===== src/rtl/tone_arbiter.sv =====
`timescale 1ns/1ps
`default_nettype none
// =============================================================================
// Module   : tone_arbiter
// Purpose  : Fixed-priority, preemptive owner selection for the shared tone path,
//            with a silent articulation gap between grants and a hold timeout.
// Revision : 1.0  initial release
// =============================================================================

module tone_arbiter #(
   parameter int GAP_CYCLES = 1000,
   parameter int MAX_HOLD   = 16
) (
   input  logic       CLK,
   input  logic       RESET_N,
   input  logic       QUARTER_BEAT,
   input  logic [3:0] REQ,
   input  logic [3:0] NOTE0,
   input  logic [3:0] NOTE1,
   input  logic [3:0] NOTE2,
   input  logic [3:0] NOTE3,
   output logic [3:0] GRANT,
   output logic [3:0] NOTE_OUT,
   output logic       TONE_EN,
   output logic       TIMEOUT
);

   localparam int             GAP_EFF    = (GAP_CYCLES < 1) ? 1 : GAP_CYCLES;
   localparam int             GCW        = $clog2(GAP_CYCLES + 2);
   localparam logic [GCW-1:0] GAP_LAST   = GCW'(GAP_EFF - 1);
   localparam logic [7:0]     HOLD_LIMIT = 8'(MAX_HOLD);
   localparam logic           HOLD_EN    = (MAX_HOLD != 0);
   localparam logic [3:0]     REST       = 4'hF;
   localparam logic [3:0]     NOTE_TOP   = 4'd7;

   typedef enum logic [1:0] {
      S_IDLE = 2'd0,
      S_PLAY = 2'd1,
      S_GAP  = 2'd2
   } state_t;

   state_t           state_q, state_d;
   logic [3:0]       grant_q, grant_d;
   logic [3:0]       note_q, note_d;
   logic             tone_q, tone_d;
   logic             timeout_q, timeout_d;
   logic [7:0]       hold_q, hold_d;
   logic [GCW-1:0]   gap_q, gap_d;
   logic [3:0]       mask_q, mask_d;

   logic [3:0]       w_src_note [4];
   logic [3:0]       w_masked;
   logic [3:0]       w_arb_set;
   logic [3:0]       w_win;
   logic [3:0]       w_win_note;
   logic [3:0]       w_owner_note;
   logic [3:0]       w_higher;
   logic             w_leave;
   logic             w_timeout_hit;

   // Codes outside C4..C5 all collapse to REST so comparisons see one rest value.
   function automatic logic [3:0] norm_note(input logic [3:0] n);
      return (n <= NOTE_TOP) ? n : REST;
   endfunction

   assign w_src_note[0] = norm_note(NOTE0);
   assign w_src_note[1] = norm_note(NOTE1);
   assign w_src_note[2] = norm_note(NOTE2);
   assign w_src_note[3] = norm_note(NOTE3);

   assign w_masked = REQ & ~mask_q;

   always_comb begin
      w_arb_set = 4'd0;
      if (state_q == S_IDLE) begin
         w_arb_set = REQ;
      end else if (state_q == S_GAP) begin
         w_arb_set = (w_masked != 4'd0) ? w_masked : REQ;
      end
   end

   assign w_win = w_arb_set & (~w_arb_set + 4'd1);

   always_comb begin
      w_win_note   = REST;
      w_owner_note = REST;
      for (int i = 0; i < 4; i++) begin
         if (w_win[i]) begin
            w_win_note = w_src_note[i];
         end
         if (grant_q[i]) begin
            w_owner_note = w_src_note[i];
         end
      end
   end

   // For a one-hot owner, (owner - 1) covers exactly the higher-priority bits.
   assign w_higher      = REQ & (grant_q - 4'd1);
   assign w_leave       = ((REQ & grant_q) == 4'd0) || (w_higher != 4'd0) ||
                          (w_owner_note != note_q);
   assign w_timeout_hit = HOLD_EN && (hold_q == HOLD_LIMIT) &&
                          ((REQ & ~grant_q) != 4'd0);

   always_comb begin
      state_d   = state_q;
      grant_d   = grant_q;
      note_d    = note_q;
      timeout_d = 1'b0;
      hold_d    = hold_q;
      gap_d     = gap_q;
      mask_d    = mask_q;
      case (state_q)
         S_IDLE: begin
            if (w_win != 4'd0) begin
               state_d = S_PLAY;
               grant_d = w_win;
               note_d  = w_win_note;
               hold_d  = 8'd0;
            end
         end
         S_PLAY: begin
            if (w_leave || w_timeout_hit) begin
               state_d = S_GAP;
               grant_d = 4'd0;
               gap_d   = '0;
               if (!w_leave) begin
                  timeout_d = 1'b1;
                  mask_d    = grant_q;
               end
            end else if (QUARTER_BEAT && (hold_q != 8'hFF)) begin
               hold_d = hold_q + 8'd1;
            end
         end
         S_GAP: begin
            if (gap_q == GAP_LAST) begin
               mask_d = 4'd0;
               if (w_win != 4'd0) begin
                  state_d = S_PLAY;
                  grant_d = w_win;
                  note_d  = w_win_note;
                  hold_d  = 8'd0;
               end else begin
                  state_d = S_IDLE;
               end
            end else begin
               gap_d = gap_q + GCW'(1);
            end
         end
         default: begin
            state_d = S_IDLE;
            grant_d = 4'd0;
         end
      endcase
      tone_d = (state_d == S_PLAY) && (note_d != REST);
   end

   always_ff @(posedge CLK or negedge RESET_N) begin
      if (!RESET_N) begin
         state_q   <= S_IDLE;
         grant_q   <= 4'd0;
         note_q    <= REST;
         tone_q    <= 1'b0;
         timeout_q <= 1'b0;
         hold_q    <= 8'd0;
         gap_q     <= '0;
         mask_q    <= 4'd0;
      end else begin
         state_q   <= state_d;
         grant_q   <= grant_d;
         note_q    <= note_d;
         tone_q    <= tone_d;
         timeout_q <= timeout_d;
         hold_q    <= hold_d;
         gap_q     <= gap_d;
         mask_q    <= mask_d;
      end
   end

   assign GRANT    = grant_q;
   assign NOTE_OUT = note_q;
   assign TONE_EN  = tone_q;
   assign TIMEOUT  = timeout_q;

endmodule

`default_nettype wire


===== config.mk =====
export PLATFORM = sky130hd
export DESIGN_NAME = tone_arbiter
export DESIGN_NICKNAME = d
export VERILOG_FILES = /design/src/rtl/tone_arbiter.sv
export SDC_FILE = /design/constraint.sdc
export NUM_CORES = 1
export LEC_CHECK = 0
export CAP_MARGIN = 5
export CORE_MARGIN = 3
export CORE_UTILIZATION = 55
export DETAILED_ROUTE_END_ITERATION = 12
export GPL_ROUTABILITY_DRIVEN = 1
export PLACE_DENSITY = 0.91
export SYNTH_ARGS = -nofsm -noshare
export SYNTH_HDL_FRONTEND = slang
export SYNTH_SLANG_ARGS = --single-unit

===== constraint.sdc =====
create_clock -name CLK -period 3.3 [get_ports CLK]
set_input_delay 0.66 -clock CLK [delete_from_list [all_inputs] [get_ports CLK]]
set_output_delay 0.66 -clock CLK [all_outputs]
set_load 0.02 [all_outputs]

==> results.md <==
- Detail-routed via count per cell: 6.46
- Setup repair after global routing missed its margin: no
- Post-synth top flop: dfrtp_1
- Num CTS Buffers: 5
- Grt ovf: 0
- Leakage Power: 1.20 nW
- # rows: 22
- Final hold violation count: 0
- Register share of total power: 0.499
- Power Dens Cells: 282 mW/mm²
- Max Slew Vio Count: 0
- Slowest-stage cell, CP: or4_1
- Ant diodes: 0
- Fill count: 263
- Final #Nets: roughly 340
- Clock Sinks: 34
- Initial Util: 0.601
- Htree depth: 2
- Global-route wire length before repair: 10500 µm
- Initial antenna violation count: 0
- Synth warn: 0
- Slew at the pin with the worst max-slew slack: 478 ps
- Clock latency on the worst-skew pair: roughly 290 ps
- Clk_skew: 5.70 ps
- Post-route clock period utilization: 0.957
- Comb pwr share: 0.116
- Mapped Cells: ~260
- DRT Wirelength: 6420 µm
- Crit start category: input port
- Layout cell share with drive strength beyond 1: 0.157
- Die footprint: 0.00503 mm²
- Number of global-route vias before repair: 2222
- # hold bufs at CTS: 0
- Max Fclk: 0.317 GHz
- Sequential share of the synthesized area: 0.370
- Critical-path cell list: clkdlybuf4s50_1 -> nor3b_4 -> a221oi_2 -> or4_1 -> a211oi_4 -> buf_4 -> a41oi_1 -> or3_1 -> a31oi_2
- Synth cell types: between 50 and 60
- Root buffer cell: clkbuf_8
- Maximum VDD drop: 302 µV
- Clock buffer depth: 2
- Critical path fanouts, max: 2
- Switching Share: 0.242
- Largest net degree at the start of global routing: 35
- Register area: 856 µm²
- CP required: 3500 ps
- Die span in x: roughly 70 µm
- Multi-input gate area: 0.00139 mm²
- Ys async rst share: 1.00
- Critical path class: input port to register
- Sum Neg Setup Slack: 0 ps
- Layout Utilization: 0.769
- Router iterations before antenna repair: 7
- Io pins: 33
- Int Pwr: between 0.0006 and 0.0007 W
- Core area: 0.00385 mm²
- Vias post-DR: 2366
- Max cap viols: 0
- Global-route usage over all layers: 0.262
- DR WL/cell: between 15 and 20 µm
- Antenna viol nets, final: 0
- Flops & latches, synth: 34
- Status: complete, no violations
- Clock-pin slew on the worst setup and hold paths: 70 ps
- DRC: 0
- Die Y: 70.9 µm
- P&R area growth vs syn: 28.0%
- Placer Congestion: 0.921
- PortBufs: 32
- Net Count, Synth: between 200 and 300
- CTS tree: built
- Slew headroom: 0.681
- Iter 0 DRT Violations: 181
- Data arrival time of the critical path: roughly 3400 ps
- Worst Hold Class: register to register
- Synthesized area per cell: 8.81 µm²
- Setup bufs post-CTS: 0
- Clock network power share: 0.385
- CP peak stage delay: about 580 ps
- Sw Pwr: 0.000202 W
- Shortest period the worst path allows: between 3000 and 4000 ps
- Post-synth EDFFs: 0
- Final setup vio count: 0
- Post-Syn Area: approximately 0.0023 mm²
- Detail Placement HPWL: 4890 µm
- Crit end category: register
-- timing repair --
| item | 4_1_cts | 5_1_grt |
|---|---|---|
| resized for setup | 0 | 3 |
| setup endpoints to repair | 0 | 5 |
| endpoints found under the hold margin | 0 | 0 |
-- registers in the layout, summed over array words and instances, names as in the netlist --
register,flops
gap_q,10
mask_q,4
hold_q,8
TONE_EN,1
state_q,2
NOTE_OUT,4
TIMEOUT,1
GRANT,4
-- worst paths after layout --
kind | cells after the start | slack, ps | to | startpoint
worst max-delay path | 9 | 140 | TONE_EN | NOTE0[3]
max in group asynchronous | 2 | 2200 | NOTE_OUT[1] | RESET_N
min in group asynchronous | 2 | 770 | hold_q[5] | RESET_N
worst max register to register | 9 | 430 | hold_q[3] | GRANT[1]
worst min register to register | 2 | 520 | NOTE_OUT[3] | NOTE_OUT[3]
worst min-delay path | 2 | 520 | NOTE_OUT[3] | NOTE_OUT[3]
-- power groups by stage --
| stage | Combinational, W | Sequential, W | Clock, W |
|---|---|---|---|
| 2_1_floorplan | 0.0000351 | 0.000425 | 0 |
| 3_3_place_gp | 0.0000919 | 0.000425 | 0 |
| 3_5_place_dp | 0.0000939 | 0.000425 | 0 |
| 4_1_cts | 0.0000942 | 0.000417 | 0.000327 |
| 5_1_grt | 0.000104 | 0.000416 | 0.000344 |
| 6_report | 0.0000968 | 0.000417 | 0.000321 |
-- critical path: cells and delay by family --
| kind | cells | cell delay [ps] |
|---|---|---|
| simple gates | 3 | 1280 |
| compound gates | 4 | 770 |
| buf+inv | 2 | 650 |
-- Yosys cell counts, types with 5 or more instances --
cell	instances	area, µm²
nor3_1	7	35.0
o21ai_0	15	75.1
nor2b_1	8	50.1
or3_1	5	31.3
or4_1	6	45.0
dfrtp_1	30	751
nand2_1	20	75.1
inv_1	13	48.8
xor2_1	7	61.3
nand3_1	11	55.1
clkbuf_1	8	30.0
nor2_1	22	82.6
nand4_1	6	37.5
o31ai_1	12	90.1
a21oi_1	8	40.0
nand2b_1	5	31.3
-- final cells by class --
type | count | area share
Multi-Input combinational cell | 205 | 0.469
Sequential cell | 34 | 0.289
Timing Repair Buffer | 58 | 0.174
Clock buffer | 6 | 0.0279
Tap cell | 48 | 0.0203
Inverter | 13 | 0.0165
Clock inverter | 2 | 0.00422
-- metrics by stage --
step | power, W | std cells | hold slack (ps) | cell area, µm² | setup WS [ps]
after floorplan | 0.000460 | 263 | 364 | 2320 | 488
after global placement | 0.000516 | 358 | 506 | 2850 | -39.3
after detailed placement | 0.000518 | 358 | 499 | 2850 | -199
after CTS | 0.000838 | 366 | 509 | 2940 | 92.6
after global routing | 0.000865 | 366 | 531 | 2960 | 23.7
final | 0.000835 | 366 | 516 | 2960 | 141
-- metal layers --
| metal | vias to the layer above | share of wire | track usage | routed length (µm) |
|---|---|---|---|---|
| li1 | 1110 | - | - | - |
| met1 | 1138 | 0.43 | 0.360 | 2770 |
| met2 | 100 | 0.49 | 0.416 | 3120 |
| met3 | 18 | 0.062 | 0.0611 | 396 |
| met4 | 0 | 0.022 | 0.0689 | 142 |
| met5 | - | 0 | 0 | 0 |
-- logic make-up after synthesis --
group,Yosys count,share of synthesized area
AO/OA/AOI/OAI,83,0.274
XOR/XNOR,9,0.0340
adder cells (fa/ha/maj),4,0.0216
buffers and inverters,24,0.0405
flip-flops,34,0.370
multiplexers,4,0.0178
AND/OR/NAND/NOR,105,0.242
-- cell usage in the layout, fill, tap and decap left out, types with 3 or more instances in the layout --
cell             count
a21o_1               3
a21oi_1              8
a221oi_1             3
a22o_1               4
and3_1               4
buf_4               26
clkbuf_8             6
clkdlybuf4s50_1     32
dfrtp_1             30
dfstp_2              4
ha_1                 4
inv_1               13
mux2i_1              3
nand2_1             20
nand2b_1             5
nand3_1             11
nand4_1              6
nor2_1              22
nor2b_1              8
nor3_1               7
o2111ai_1            3
o21a_1               4
o21ai_0             15
o31a_1               3
o31ai_1             12
o41ai_1              3
or2_2                3
or3_1                5
or4_1                6
xor2_1               7
(Power assumes the default switching activity.)
